### config.mk
export PLATFORM = sky130hd
export DESIGN_NAME = idct_dezigzag
export DESIGN_NICKNAME = d
export VERILOG_FILES = /design/src/rtl/jpeg_dec_pkg.sv /design/src/rtl/idct_dezigzag_chk.sv /design/src/rtl/jpeg_zz_rom.sv /design/src/rtl/idct_dezigzag.sv
export SDC_FILE = /design/constraint.sdc
export NUM_CORES = 2
export LEC_CHECK = 0
export ABC_CLOCK_PERIOD_IN_PS = 7080
export CAP_MARGIN = 20
export CORE_ASPECT_RATIO = 0.8
export CORE_MARGIN = 1
export CORE_UTILIZATION = 40
export DETAILED_ROUTE_END_ITERATION = 7
export GPL_ROUTABILITY_DRIVEN = 0
export GPL_TIMING_DRIVEN = 0
export SETUP_SLACK_MARGIN = 0.02
export SLEW_MARGIN = 20
export SYNTH_ARGS = -nofsm -noshare
export SYNTH_HDL_FRONTEND = slang
export SYNTH_SLANG_ARGS = --single-unit
### constraint.sdc
create_clock -name clk -period 7.08 [get_ports clk]
set_input_delay 1.416 -clock clk [delete_from_list [all_inputs] [get_ports clk]]
set_output_delay 1.416 -clock clk [all_outputs]
set_load 0.01 [all_outputs]
### src/rtl/jpeg_dec_pkg.sv
// Shared constants and types for the JPEG decode path: coefficient width,
// block size and the zigzag-index to raster-address lookup.
package jpeg_dec_pkg;

  localparam int COEF_W_DEF   = 12;
  localparam int BLK_SIZE_DEF = 64;

  typedef logic       bank_t;
  typedef logic [5:0] cidx_t;

  localparam cidx_t LAST_IDX = 6'd63;

  localparam cidx_t ZZ2RASTER [0:63] = '{
    6'd0,  6'd1,  6'd8,  6'd16, 6'd9,  6'd2,  6'd3,  6'd10,
    6'd17, 6'd24, 6'd32, 6'd25, 6'd18, 6'd11, 6'd4,  6'd5,
    6'd12, 6'd19, 6'd26, 6'd33, 6'd40, 6'd48, 6'd41, 6'd34,
    6'd27, 6'd20, 6'd13, 6'd6,  6'd7,  6'd14, 6'd21, 6'd28,
    6'd35, 6'd42, 6'd49, 6'd56, 6'd57, 6'd50, 6'd43, 6'd36,
    6'd29, 6'd22, 6'd15, 6'd23, 6'd30, 6'd37, 6'd44, 6'd51,
    6'd58, 6'd59, 6'd52, 6'd45, 6'd38, 6'd31, 6'd39, 6'd46,
    6'd53, 6'd60, 6'd61, 6'd54, 6'd47, 6'd55, 6'd62, 6'd63
  };

endpackage

### src/rtl/idct_dezigzag_chk.sv
// Protocol invariants for the ping-pong buffer: no write into a full bank,
// no read from an empty bank, never both sides on one bank in a cycle.
module idct_dezigzag_chk
  import jpeg_dec_pkg::*;
(
  input logic       clk,
  input logic       rst,
  input logic       wr_acc,
  input bank_t      wr_bank,
  input logic       rd_load,
  input bank_t      rd_bank,
  input logic [1:0] full
);

  a_no_write_into_full : assert property (@(posedge clk) disable iff (!rst)
    wr_acc |-> !full[wr_bank])
    else $error("write accepted into a full bank");

  a_no_read_from_empty : assert property (@(posedge clk) disable iff (!rst)
    rd_load |-> full[rd_bank])
    else $error("read load from a bank that is not full");

  a_banks_disjoint : assert property (@(posedge clk) disable iff (!rst)
    (wr_acc && rd_load) |-> (wr_bank != rd_bank))
    else $error("write and read target the same bank");

endmodule

### src/rtl/jpeg_zz_rom.sv
// Combinational zigzag-index to raster-address map, shared with the
// encoder-side checkers.
module jpeg_zz_rom
  import jpeg_dec_pkg::*;
(
  input  cidx_t zz_idx,
  output cidx_t raster_addr
);

  assign raster_addr = ZZ2RASTER[zz_idx];

endmodule

### src/rtl/idct_dezigzag.sv
// Inverse zigzag reorder buffer: zigzag-ordered 8x8 coefficient blocks in,
// raster-ordered blocks out, double-buffered with valid/ready on both sides.
module idct_dezigzag
  import jpeg_dec_pkg::*;
#(
  parameter int COEF_W   = COEF_W_DEF,
  parameter int BLK_SIZE = BLK_SIZE_DEF
) (
  input  logic              clk,
  input  logic              rst,
  input  logic              din_valid,
  output logic              din_ready,
  input  logic              din_sof,
  input  logic [COEF_W-1:0] din,
  output logic              dout_valid,
  input  logic              dout_ready,
  output logic [COEF_W-1:0] dout,
  output logic              dout_sof,
  output logic              dout_eob
);

  logic [COEF_W-1:0] mem_q [2][BLK_SIZE];

  logic [1:0]        full_q, full_d;
  bank_t             wr_bank_q, wr_bank_d;
  bank_t             rd_bank_q, rd_bank_d;
  cidx_t             wr_cnt_q, wr_cnt_d;
  cidx_t             rd_cnt_q, rd_cnt_d;
  logic              dout_valid_q, dout_valid_d;
  logic [COEF_W-1:0] dout_q, dout_d;
  logic              dout_sof_q, dout_sof_d;
  logic              dout_eob_q, dout_eob_d;

  logic              wr_acc_s;
  logic              wr_last_s;
  cidx_t             wr_idx_s;
  cidx_t             wr_addr_s;
  logic              rd_load_s;
  logic              rd_last_s;

  assign din_ready  = ~full_q[wr_bank_q];
  assign dout_valid = dout_valid_q;
  assign dout       = dout_q;
  assign dout_sof   = dout_sof_q;
  assign dout_eob   = dout_eob_q;

  jpeg_zz_rom u_zz_rom (
    .zz_idx      (wr_idx_s),
    .raster_addr (wr_addr_s)
  );

  // Write side: a sof restarts the block at index 0, discarding any partial one.
  always_comb begin
    wr_acc_s  = din_valid & din_ready;
    wr_idx_s  = din_sof ? 6'd0 : wr_cnt_q;
    wr_last_s = wr_acc_s & (wr_idx_s == LAST_IDX);
    wr_cnt_d  = wr_cnt_q;
    wr_bank_d = wr_bank_q;
    if (wr_last_s) begin
      wr_cnt_d  = 6'd0;
      wr_bank_d = ~wr_bank_q;
    end else if (wr_acc_s) begin
      wr_cnt_d  = wr_idx_s + 6'd1;
    end else begin
      wr_cnt_d  = wr_cnt_q;
    end
  end

  // Read side: output register refills whenever it is empty or being consumed.
  always_comb begin
    rd_load_s    = full_q[rd_bank_q] & (~dout_valid_q | dout_ready);
    rd_last_s    = rd_load_s & (rd_cnt_q == LAST_IDX);
    rd_cnt_d     = rd_cnt_q;
    rd_bank_d    = rd_bank_q;
    dout_valid_d = dout_valid_q;
    dout_d       = dout_q;
    dout_sof_d   = dout_sof_q;
    dout_eob_d   = dout_eob_q;
    if (rd_load_s) begin
      dout_d       = mem_q[rd_bank_q][rd_cnt_q];
      dout_sof_d   = (rd_cnt_q == 6'd0);
      dout_eob_d   = (rd_cnt_q == LAST_IDX);
      dout_valid_d = 1'b1;
      if (rd_last_s) begin
        rd_cnt_d  = 6'd0;
        rd_bank_d = ~rd_bank_q;
      end else begin
        rd_cnt_d  = rd_cnt_q + 6'd1;
      end
    end else if (dout_ready) begin
      dout_valid_d = 1'b0;
    end else begin
      dout_valid_d = dout_valid_q;
    end
  end

  // Bank occupancy; set and clear always hit different banks when coincident.
  always_comb begin
    full_d = full_q;
    if (wr_last_s) begin
      full_d[wr_bank_q] = 1'b1;
    end else begin
      full_d[wr_bank_q] = full_q[wr_bank_q];
    end
    if (rd_last_s) begin
      full_d[rd_bank_q] = 1'b0;
    end else begin
      full_d[rd_bank_q] = full_d[rd_bank_q];
    end
  end

  // Coefficient storage, contents need no reset.
  always_ff @(posedge clk) begin
    if (wr_acc_s) begin
      mem_q[wr_bank_q][wr_addr_s] <= din;
    end
  end

  // Control and output state registers.
  always_ff @(posedge clk or negedge rst) begin
    if (!rst) begin
      full_q       <= 2'b00;
      wr_bank_q    <= 1'b0;
      rd_bank_q    <= 1'b0;
      wr_cnt_q     <= 6'd0;
      rd_cnt_q     <= 6'd0;
      dout_valid_q <= 1'b0;
      dout_q       <= '0;
      dout_sof_q   <= 1'b0;
      dout_eob_q   <= 1'b0;
    end else begin
      full_q       <= full_d;
      wr_bank_q    <= wr_bank_d;
      rd_bank_q    <= rd_bank_d;
      wr_cnt_q     <= wr_cnt_d;
      rd_cnt_q     <= rd_cnt_d;
      dout_valid_q <= dout_valid_d;
      dout_q       <= dout_d;
      dout_sof_q   <= dout_sof_d;
      dout_eob_q   <= dout_eob_d;
    end
  end

  idct_dezigzag_chk u_chk (
    .clk     (clk),
    .rst     (rst),
    .wr_acc  (wr_acc_s),
    .wr_bank (wr_bank_q),
    .rd_load (rd_load_s),
    .rd_bank (rd_bank_q),
    .full    (full_q)
  );

endmodule

==> results by group <==
Route
  • Iter 0 DRT Violations: ~5,600
  • Metal-1 WL: 80.2 mm
  • Vias/cell: ~6.1
  • Wire length per cell: 33.6 um
  • Metal3 WL: 23.3 mm
  • DR DRC count: 0
  • Antenna Violating Nets Remaining: 0
  • Routed WL: about 190 mm
  • Top Layer Used: met5
  • DR WL met2: about 80 mm
  • DRT Pass-1 Iters: 6
  • Vias: 34,500

Placement
  • I/O Buffers: 31
  • Post-DP HPWL: roughly 130 mm

Clocking
  • Root Buffer: clkbuf_16
  • Post_cts resized: 0
  • CTS tree: yes
  • Hold Buf Count CTS: 0
  • Max Root-Sink Buffers: 3
  • Reg clk slew, reported paths: roughly 0.06 ns
  • # clock sinks: 1,567
  • Post-CTS setup buffers: 0
  • H-tree depth: 4
  • Clock Latency Late Sink: between 0.8 and 0.9 ns
  • Total CTS buffers: roughly 150

Worst setup path
  • Worst Setup Start Kind: input pin
  • CP most frequent cell: ha_1
  • Worst Path Buf+Inv: 5
  • Max incr delay on CP: 0.91 ns
  • Setup CP Type: in2reg
  • CP arrival: around 7.1 ns
  • CP Capture Type: register
  • Family with the most delay on the worst path: simple AND/OR/NAND/NOR gates
  • Slowest CP cell: nor3_2
  • Req. time, crit path: between 7 and 8 ns
  • CP Cell Sequence: buf_2 -> clkbuf_1 -> buf_1 -> nand2b_1 -> inv_1 -> ha_1 -> ha_1 -> or2_2 -> a21oi_1 -> o21ai_0 -> a21boi_0 -> nand3_1 -> nor3_2 -> buf_4
  • Critical-path maximum fanout: 10

Synthesis
  • Syn avg cell area: 19.5 sq um
  • Number of synthesized flops with an enable pin: ~1,500
  • Top-count cell post-synth: edfxtp_1
  • #FFs+latches synth: between 1,500 and 2,000
  • Synthesized area: approximately 62,000 sq um
  • Top cell type's share of synthesized area: around 74%
  • Most frequent cells after synthesis: 1,536 x edfxtp_1, 329 x mux2i_1, 269 x mux4_2
  • Cell variety after synth: between 80 and 90
  • Ys Warns: 0
  • Prevailing post-synth register cell: edfxtp_1
  • Area contributors post-synth: edfxtp_1 74%, mux4_2 9.7%, mux2i_1 5.3%
  • Synth area leader: edfxtp_1
  • Ys async rst share: 1.98%
  • Syn_nets: around 3,200
  • Register area share after synthesis: about 75%
  • Synth Instances: 3,209

Cells and area
  • Layout cells sized above 1: 25.4%
  • Final Core Density: between 40% and 50%
  • Area added between synthesis and finish: 15.5%
  • Nets@finish: between 3,000 and 4,000
  • Fillers: between 10,000 and 15,000

Global routing
  • Overflow after GRT: 0
  • Number of global-route vias before repair: between 30,000 and 40,000
  • Global-route usage over all layers: between 20% and 30%
  • First-pass GRT wire length: roughly 260 mm
  • Initial antenna violation count: 1
  • Largest net degree at the start of global routing: 113

Pwr
  • Clk pwr share: 42.6%
  • Final Power: around 19 mW
  • Peak VDD IR: around 0.20 mV
  • Switching part of the total: about a fifth
  • PD cells: 256 nW/um^2
  • Part of the power in combinational logic: between 2 and 2.5%
  • Int Power: 14.7 mW
  • Seq pwr share: roughly 55%
  • Leak Pwr: between 20 and 25 nW
  • NetSw: between 3 and 4 mW

Timing
  • RSZ-0062 raised after global routing: false
  • Final Hold Viols: 0
  • Max frequency: about 0.15 GHz
  • Final Cycle Share: between 90% and 100%
  • Total negative slack: 0 ns
  • Final setup viols: 0
  • Final Skew: 0.0488 ns
  • Max Slew Vio Count: 0
  • Least-Margin Pin Slew: ~1.2 ns
  • Min Clock Period, post-route: ~6.6 ns
  • Worst hold margin: about 0.53 ns
  • Slew Limit Headroom: around 17%

Floorplanning
  • Row count: 129
  • Die Span Y: ~360 um
  • Initial Util: between 40% and 50%
  • Chip Width: roughly 440 um
  • Core Area: around 150,000 sq um
  • Num ports: 33
  • Die area: ~160,000 sq um

Outcome
  • Status: complete, no violations

Flow run
  • Max cap viols: 0

Worst hold path
  • Worst Hold Class: reg2reg
## registers in the layout, summed over array words and instances (netlist names)
signal,flops
rd_bank_q,1
dout_sof,1
full_q,2
dout_eob,1
dout_valid,1
rd_cnt_q,6
mem_q,1536
wr_cnt_q,6
dout,12
wr_bank_q,1
## power groups by stage
stage          registers [mW]  logic [mW]  clock network [mW]
3_5_place_dp             10.4       0.411                   0
5_1_grt                  10.2       0.440                8.29
4_1_cts                  10.2       0.412                7.95
6_report                 10.2       0.419                7.89
2_1_floorplan            10.4       0.134                   0
3_3_place_gp             10.5       0.354                   0
## layout by cell type (no fill, tap or decap), types with 9 or more instances in the layout
master           netlist  layout
a21oi_1               77      77
a22oi_1              108     108
a311oi_1              10      10
buf_1                 16      16
buf_16                 0      12
buf_2                 56      97
buf_4                 32      94
buf_6                 30      68
buf_8                  0      15
clkbuf_1              66      98
clkbuf_16              0     159
clkdlybuf4s50_1        0      18
clkinv_1               1      28
clkinv_2               0      22
dfrtp_1               31      31
edfxtp_1            1536    1536
ha_1                  22      22
inv_1                 10      10
mux2i_1              329     329
mux4_2               269     269
nand2_1              128     128
nand2b_1              10      10
nand3_1               82      82
nand4_1               25      25
nor2_1                96      32
nor2_2                 0      60
nor2b_1               16      16
nor3_1                38       9
nor3_2                 4      29
nor4_2                 9      26
nor4_4                 0       9
o21ai_0               25      25
o22ai_1               24      24
## through the flow
stage	setup WS (ns)	instance area, sq um	std cells
2_1_floorplan	1.37	62500	3209
6_report	0.472	72200	5693
3_3_place_gp	-2.04	65300	5270
5_1_grt	0.326	72200	5692
3_5_place_dp	-0.169	67500	5423
4_1_cts	0.665	72200	5690
## path summary, 6_finish.rpt
| kind | depth (start not counted) | start | slack, ns | to |
|---|---|---|---|---|
| max | 14 | din_sof | 0.47 | mem_q[1][729] |
| min | 1 | full_q[0] | 0.53 | full_q[0] |
| min reg2reg | 1 | full_q[0] | 0.53 | full_q[0] |
| max in group asynchronous | 1 | rst | 5.92 | wr_cnt_q[5] |
| max reg2reg | 13 | wr_cnt_q[0] | 1.85 | mem_q[1][729] |
| min in group asynchronous | 1 | rst | 0.63 | dout[6] |
## worst reg2reg max path: cells and delay by family (launching register included)
family	cells	cell delay, ns
adder cells (fa/ha/maj)	2	0.61
AND/OR/NAND/NOR	4	2.22
AO/OA/AOI/OAI	3	0.88
buffers and inverters	4	0.84
flip-flops	1	0.35
## area by class of cell
type                            count  area, sq um  area share (%)
Sequential cell                  1567        46900            65.0
Clock inverter                     67          522           0.723
Timing Repair Buffer              186         1830            2.54
Tap cell                         2030         2540            3.52
Antenna cell                        1         2.50         0.00347
Clock buffer                      200         4190            5.81
Multi-Input combinational cell   1430        15000            20.8
Inverter                           12         45.0          0.0624
Buffer                            200         1170            1.62
## per-layer routing
| layer | track usage, % | up-vias |
|---|---|---|
| li1 | - | 13800 |
| met1 | 35.1 | 18100 |
| met2 | 33.8 | 2106 |
| met3 | 7.83 | 363 |
| met4 | 8.27 | 4 |
| met5 | 0.809 | - |
## logic make-up (layout without fill, tap and decap cells)
logic type	after synthesis	in the layout	synth area share, %
simple gates	482	482	3.91
buf+inv	212	665	1.94
mux	604	604	15.1
compound gates	316	316	3.51
fa+ha+maj	22	22	0.440
other cells	0	1	0
xor+xnor	6	6	0.0841
flops	1567	1567	75.0
Note: power is estimated with default switching activity, not from simulation.
